$ cat config.mk
export PLATFORM = sky130hd
export DESIGN_NAME = ascon_av_result_drain_flat
export DESIGN_NICKNAME = d
export VERILOG_FILES = /design/src/rtl/ascon_pkg.sv /design/src/rtl/ascon_av_result_drain_if.sv /design/src/rtl/ascon_av_result_drain.sv /design/src/flat_wrapper.sv
export SDC_FILE = /design/constraint.sdc
export NUM_CORES = 2
export LEC_CHECK = 0
export CELL_PAD_IN_SITES_DETAIL_PLACEMENT = 0
export CELL_PAD_IN_SITES_GLOBAL_PLACEMENT = 2
export CORE_AREA = 2 2 321 323
export CTS_BUF_LIST = sky130_fd_sc_hd__clkbuf_16
export CTS_CLUSTER_DIAMETER = 100
export CTS_CLUSTER_SIZE = 10
export DETAILED_ROUTE_END_ITERATION = 10
export DIE_AREA = 0 0 323 325
export PLACE_DENSITY_LB_ADDON = 0.08
export SETUP_SLACK_MARGIN = 0.1
export SLEW_MARGIN = 20
export SYNTH_ARGS = -nofsm -noshare
export SYNTH_HDL_FRONTEND = slang
export SYNTH_SLANG_ARGS = --single-unit
$ cat constraint.sdc
create_clock -name clk -period 3.8 [get_ports clk]
set_clock_uncertainty 0.15 [all_clocks]
set_input_delay 0.76 -clock clk [delete_from_list [all_inputs] [get_ports clk]]
set_output_delay 0.76 -clock clk [all_outputs]
set_load 0.02 [all_outputs]
$ cat src/rtl/ascon_pkg.sv
// Shared types and constants for the ASCON-128a result drain.
package ascon_pkg;

    typedef enum logic [1:0] {
        StIdle,
        StSettle,
        StStream,
        StDone
    } state_e;

    localparam int unsigned ASCON_WORD_W = 32;
    localparam int unsigned ASCON_CT_W   = 384;
    localparam int unsigned ASCON_PT_W   = 256;

    localparam int unsigned CT_BEATS    = ASCON_CT_W / ASCON_WORD_W;
    localparam int unsigned PT_BEATS    = ASCON_PT_W / ASCON_WORD_W;
    localparam int unsigned TOTAL_BEATS = CT_BEATS + PT_BEATS;

    // The core drives this plaintext when the tag check fails.
    localparam logic [ASCON_PT_W-1:0] ASCON_FAIL_PT = '1;

endpackage

$ cat src/rtl/ascon_av_result_drain_if.sv
// AXI-Stream-style beat channel from the result drain to the PS readout path.
interface ascon_av_result_drain_if
    import ascon_pkg::*;
#(
    parameter int unsigned WORD_W = ASCON_WORD_W
) ();

    logic [WORD_W-1:0] tdata;
    logic              tvalid;
    logic              tready;
    logic              tlast;

    modport master (
        output tdata,
        output tvalid,
        output tlast,
        input  tready
    );

    modport slave (
        input  tdata,
        input  tvalid,
        input  tlast,
        output tready
    );

endinterface

$ cat src/rtl/ascon_av_result_drain.sv
// Waits for the ASCON core outputs to settle, snapshots ct||tag and pt, flags
// authentication failure and drains the snapshot as 20 MSW-first 32-bit beats.
module ascon_av_result_drain
    import ascon_pkg::*;
#(
    parameter int unsigned CT_W          = ASCON_CT_W,
    parameter int unsigned PT_W          = ASCON_PT_W,
    parameter int unsigned WORD_W        = ASCON_WORD_W,
    parameter int unsigned SETTLE_CYCLES = 64,
    parameter int unsigned CNT_W         = 8
) (
    input  logic                    clk,
    input  logic                    rst,
    input  logic                    start,
    input  logic [CT_W-1:0]         ct_in,
    input  logic [PT_W-1:0]         pt_in,
    ascon_av_result_drain_if.master m_axis,
    output logic                    busy,
    output logic                    auth_fail,
    output logic                    done
);

    localparam int unsigned SNAP_W = CT_W + PT_W;
    localparam logic [CNT_W-1:0] SettleLast = CNT_W'(SETTLE_CYCLES - 1);
    localparam logic [CNT_W-1:0] BeatLast   = CNT_W'(TOTAL_BEATS - 1);

    state_e              state_q, state_d;
    logic [CNT_W-1:0]    cnt_q, cnt_d;
    logic [CNT_W-1:0]    beat_q, beat_d;
    logic [SNAP_W-1:0]   snap_q, snap_d;
    logic [WORD_W-1:0]   tdata_q, tdata_d;
    logic                tvalid_q, tvalid_d;
    logic                tlast_q, tlast_d;
    logic                auth_fail_q, auth_fail_d;
    logic                hs;

    // Beat idx of a snapshot, counted from the most significant word.
    function automatic logic [WORD_W-1:0] beat_word(input logic [SNAP_W-1:0] snap,
                                                    input int unsigned idx);
        logic [SNAP_W-1:0] shifted;
        shifted = snap << (idx * WORD_W);
        return shifted[SNAP_W-1 -: WORD_W];
    endfunction

    assign hs = tvalid_q && m_axis.tready;

    // Next-state and next-output logic.
    always_comb begin
        state_d     = state_q;
        cnt_d       = cnt_q;
        beat_d      = beat_q;
        snap_d      = snap_q;
        tdata_d     = tdata_q;
        tvalid_d    = tvalid_q;
        tlast_d     = tlast_q;
        auth_fail_d = auth_fail_q;

        unique case (state_q)
            StIdle: begin
                if (start) begin
                    state_d     = StSettle;
                    cnt_d       = '0;
                    auth_fail_d = 1'b0;
                end
            end
            StSettle: begin
                cnt_d = cnt_q + 1'b1;
                if (start) begin
                    // A fresh request restarts the settle window.
                    cnt_d = '0;
                end else if (cnt_q == SettleLast) begin
                    snap_d      = {ct_in, pt_in};
                    auth_fail_d = (pt_in == ASCON_FAIL_PT);
                    beat_d      = '0;
                    tdata_d     = ct_in[CT_W-1 -: WORD_W];
                    tvalid_d    = 1'b1;
                    tlast_d     = (BeatLast == '0);
                    state_d     = StStream;
                end
            end
            StStream: begin
                if (hs) begin
                    if (beat_q == BeatLast) begin
                        tvalid_d = 1'b0;
                        tlast_d  = 1'b0;
                        state_d  = StDone;
                    end else begin
                        beat_d  = beat_q + 1'b1;
                        tdata_d = beat_word(snap_q, 32'(beat_q) + 32'd1);
                        tlast_d = ((beat_q + 1'b1) == BeatLast);
                    end
                end
            end
            StDone: begin
                state_d = StIdle;
            end
            default: begin
                state_d = StIdle;
            end
        endcase
    end

    // State and datapath registers with synchronous reset.
    always_ff @(posedge clk) begin
        if (rst) begin
            state_q     <= StIdle;
            cnt_q       <= '0;
            beat_q      <= '0;
            snap_q      <= '0;
            tdata_q     <= '0;
            tvalid_q    <= 1'b0;
            tlast_q     <= 1'b0;
            auth_fail_q <= 1'b0;
        end else begin
            state_q     <= state_d;
            cnt_q       <= cnt_d;
            beat_q      <= beat_d;
            snap_q      <= snap_d;
            tdata_q     <= tdata_d;
            tvalid_q    <= tvalid_d;
            tlast_q     <= tlast_d;
            auth_fail_q <= auth_fail_d;
        end
    end

    assign m_axis.tdata  = tdata_q;
    assign m_axis.tvalid = tvalid_q;
    assign m_axis.tlast  = tlast_q;
    assign busy          = (state_q == StSettle) || (state_q == StStream);
    assign done          = (state_q == StDone);
    assign auth_fail     = auth_fail_q;

endmodule

$ cat src/flat_wrapper.sv
// flat-port wrapper written by rule: the top's interface ports become plain ports
module ascon_av_result_drain_flat import ascon_pkg::*;
#(
    parameter int unsigned CT_W          = ASCON_CT_W,
    parameter int unsigned PT_W          = ASCON_PT_W,
    parameter int unsigned WORD_W        = ASCON_WORD_W,
    parameter int unsigned SETTLE_CYCLES = 64,
    parameter int unsigned CNT_W         = 8
)
  (clk, rst, start, ct_in, pt_in, busy, auth_fail, done, m_axis_tdata, m_axis_tvalid, m_axis_tlast, m_axis_tready);
  ascon_av_result_drain_if #(.WORD_W(WORD_W)) m_axis_i ();
  input  logic clk;
  input  logic rst;
  input  logic start;
  input  logic [CT_W-1:0] ct_in;
  input  logic [PT_W-1:0] pt_in;
  output logic busy;
  output logic auth_fail;
  output logic done;
  output wire logic [$bits(m_axis_i.tdata)-1:0] m_axis_tdata;
  output wire logic [$bits(m_axis_i.tvalid)-1:0] m_axis_tvalid;
  output wire logic [$bits(m_axis_i.tlast)-1:0] m_axis_tlast;
  input wire logic [$bits(m_axis_i.tready)-1:0] m_axis_tready;
  assign m_axis_tdata = m_axis_i.tdata;
  assign m_axis_tvalid = m_axis_i.tvalid;
  assign m_axis_tlast = m_axis_i.tlast;
  assign m_axis_i.tready = m_axis_tready;
  ascon_av_result_drain #(.CT_W(CT_W), .PT_W(PT_W), .WORD_W(WORD_W), .SETTLE_CYCLES(SETTLE_CYCLES), .CNT_W(CNT_W)) u_core (.clk(clk), .rst(rst), .start(start), .ct_in(ct_in), .pt_in(pt_in), .m_axis(m_axis_i), .busy(busy), .auth_fail(auth_fail), .done(done));
endmodule
==> flow_metrics.py <==
metrics = {
    "power_and_ir_drop": {
        "clkPwrFrac": 0.399,
        "seqPwrFrac": 0.434,
        "ir_worst_vdd_uv": 251,
        "power_per_cell_area_mw_per_mm2": 422,
        "cellInternalPower_mw": 12.4,
        "comb_power_share": 0.167,
        "switchingPower_mw": 4.72,
        "netSwitchingFraction": 0.275,
        "power.leakage_nw": 13.0,
    },
    "sta": {
        "worst_pin_slew_ns": 1.05,
        "fin_hold_ws_ns": 0.299,
        "hold_violations": 0,
        "finalMaxSlewViolations": 0,
        "rsz0062_at_grt": "false",
        "fin_tns_setup_ns": 0,
        "setup_viol": 0,
        "final.period_utilization": 0.814,
        "slew-limit-headroom": 0.297,
        "fmax_mhz": 323,
        "min_period_ns": 3.09,
    },
    "critical_path": {
        "critPathKind": "flip-flop to flip-flop",
        "rr_startpoint": "u_core.beat_q[0]$_SDFFE_PP0P_",
        "cp-startpoint": "u_core.beat_q[0]$_SDFFE_PP0P_",
        "r2r_cells": 7,
        "reg2reg_setup_slack_ns": 0.71,
        "cp.required_ns": 4.13,
        "cp-endpoint": "u_core.m_axis.tdata[18]$_SDFFE_PP0P_",
        "r2r-end": "u_core.m_axis.tdata[18]$_SDFFE_PP0P_",
        "crit_arrival_ns": 3.42,
        "crit_path_start_kind": "flip-flop",
        "worstSetupEndpointType": "flip-flop",
        "critPathMaxFanout": 40,
    },
    "cells_and_area": {
        "drive_gt1_frac": 0.116,
        "n_fill_cell": 10600,
        "layout.cells.most_common": "nand2_1",
        "nets": 4685,
        "area_delta_synth_final_pct": 34.1,
        "final_cell_mix": "nand2_1 (1298), dfxtp_1 (692), clkdlybuf4s50_1 (679)",
    },
    "logic_synthesis": {
        "yosys.cell_types.count": 61,
        "avgSynthCellArea_um2": 8.69,
        "synth_top_area_frac": 0.458,
        "ys_warn_count": 0,
        "synth_cells": 3487,
        "post_synth_instance_area_mm2": 0.0303,
        "async_flop_share": 0,
        "seq_area_frac_synth": 0.458,
        "synthTopCellsByArea": "dfxtp_1 (46%), nand2_1 (16%), mux4_2 (12%)",
        "syn_nets": 4138,
        "synth_top_area_cell": "dfxtp_1",
        "synth_enable_flop_cells": 0,
        "synth_seq_cells": 693,
        "synth_flop_cell": "dfxtp_1",
    },
    "clock_tree": {
        "h-tree-depth": 3,
        "cts_tree": "built",
        "cts_hold_buf": 0,
        "clkTransAtPathRegs_ns": 0.06,
        "clock_sinks": 693,
        "cts_resized": 0,
        "clkLatencyLatePin_ns": 0.64,
        "clk_path_buf_depth": 3,
        "cts_buffers": 79,
        "ctsRootBufferMaster": "clkbuf_16",
        "cts_setup_buffers": 0,
    },
    "placed_design": {
        "hpwl_um": 96600,
        "portBuffers": 680,
        "gp_congestion": 0.832,
    },
    "job": {
        "drv_cap": 0,
    },
    "global_routing": {
        "grt_max_degree": 197,
        "grt_pass1_vias": 27400,
        "grt_overflow": 0,
        "grt_antenna_before_repair": 18,
        "grt_util_all_layers": 0.244,
        "grt_pass1_wl_um": 190000,
    },
    "drt": {
        "wl_um": 131000,
        "antenna_left": 0,
        "detail_route.wl_per_cell_um": 24.3,
        "vias_per_cell": 5.02,
        "drc": 0,
        "drt_iter0_drc": 1724,
        "drt_pass1_iterations": 5,
        "vias": 27200,
    },
    "die": {
        "dieArea_mm2": 0.105,
        "die_w_um": 323,
        "core_mm2": 0.101,
        "die_h_um": 325,
        "start_util": 0.299,
        "fp-row-count": 117,
        "ios": 681,
    },
    "worst_hold_path": {
        "min_delay_path_depth": 2,
        "hold_class": "flip-flop to flip-flop",
    },
    "outcome": {
        "status": "completed",
    },
}
[power by group through the flow]
stage | clock network (mW) | registers, mW | logic (mW)
floorplan | 0 | 7.71 | 1.25
global placement | 0 | 7.61 | 2.89
detailed placement | 0 | 7.61 | 2.89
CTS | 7.09 | 7.45 | 2.90
global route | 7.33 | 7.46 | 3.06
finish | 6.85 | 7.45 | 2.86
[cell type report]
class / instances / area, µm² / area share
antenna: 7 / 17.5 / 0.000431
clock buffer: 82 / 2050 / 0.0505
clock inverter: 5 / 46.3 / 0.00114
inverter: 8 / 30.0 / 0.000739
multi-input combinational: 2495 / 15100 / 0.372
sequential: 693 / 13900 / 0.341
tap: 1368 / 1710 / 0.0421
timing repair buffer: 757 / 7780 / 0.191
[cell usage after synthesis (5+ instances only)]
| cell type | count |
|---|---|
| clkbuf_1 | 168 |
| a21oi_1 | 652 |
| ha_1 | 7 |
| nand3_1 | 11 |
| nor4_1 | 17 |
| a211oi_2 | 30 |
| a221oi_2 | 30 |
| dfxtp_1 | 693 |
| buf_6 | 12 |
| buf_2 | 102 |
| o21ai_0 | 6 |
| a311oi_1 | 5 |
| nand4_1 | 70 |
| a32oi_1 | 32 |
| nor2_1 | 47 |
| nor3_1 | 5 |
| nand2_1 | 1299 |
| mux2_2 | 64 |
| mux4_2 | 160 |
| inv_1 | 6 |
[critical path: stages, from the launching register on]
cell      delay [ns]
dfxtp_4         0.41
inv_1           0.11
ha_4            0.55
buf_12          0.34
mux4_2          0.39
mux2_2          0.28
a32oi_1         0.54
a211oi_2        0.14
[layer usage]
layer,vias up,share of wire,GRT usage
li1,13100,-,-
met1,13200,0.44,0.318
met2,676,0.49,0.418
met3,134,0.053,0.0477
met4,12,0.019,0.0502
met5,-,0.00056,0
[stage by stage]
stage / area [µm²] / setup WS (ns) / utilization / std cells / total power [mW]
final: 40600 / 0.708 / 0.401 / 5415 / 17.2
after global routing: 40600 / 0.615 / 0.401 / 5413 / 17.9
after CTS: 40600 / 0.681 / 0.401 / 5408 / 17.4
after detailed placement: 38500 / 0.305 / 0.380 / 5321 / 10.5
after global placement: 38500 / 0.225 / 0.380 / 5321 / 10.5
after floorplan: 30300 / 0.610 / - / 3487 / 8.96
[sequential cells by signal (all words and copies together), names as in the netlist]
signal / flops
u_core.snap_q: 640
u_core.m_axis.tdata: 32
u_core.beat_q: 8
u_core.cnt_q: 8
u_core.state_q: 2
u_core.auth_fail: 1
u_core.m_axis.tlast: 1
u_core.m_axis.tvalid: 1
[kinds of logic (layout without fill, tap and decap cells)]
logic type / Yosys count / after routing / share of synthesized area
compound gates: 779 / 779 / 0.154
xor+xnor: 6 / 6 / 0.00198
fa+ha+maj: 7 / 7 / 0.00289
buf+inv: 299 / 852 / 0.0448
flops: 693 / 693 / 0.458
mux: 226 / 226 / 0.143
other cells: 0 / 7 / 0
simple gates: 1477 / 1477 / 0.195
[how the worst min path moves through the flow]
stage,slack [ns],end,start
6_report,0.30,u_core.snap_q[457]$_SDFFE_PP0P_,u_core.snap_q[457]$_SDFFE_PP0P_
5_1_grt,0.32,u_core.snap_q[507]$_SDFFE_PP0P_,u_core.snap_q[507]$_SDFFE_PP0P_
4_1_cts,0.30,u_core.snap_q[85]$_SDFFE_PP0P_,u_core.snap_q[85]$_SDFFE_PP0P_
3_5_place_dp,0.29,u_core.snap_q[85]$_SDFFE_PP0P_,u_core.snap_q[85]$_SDFFE_PP0P_
3_3_place_gp,0.29,u_core.snap_q[469]$_SDFFE_PP0P_,u_core.snap_q[469]$_SDFFE_PP0P_
2_1_floorplan,0.28,u_core.snap_q[192]$_SDFFE_PP0P_,u_core.snap_q[192]$_SDFFE_PP0P_
Power figures use the tool's default switching activity.
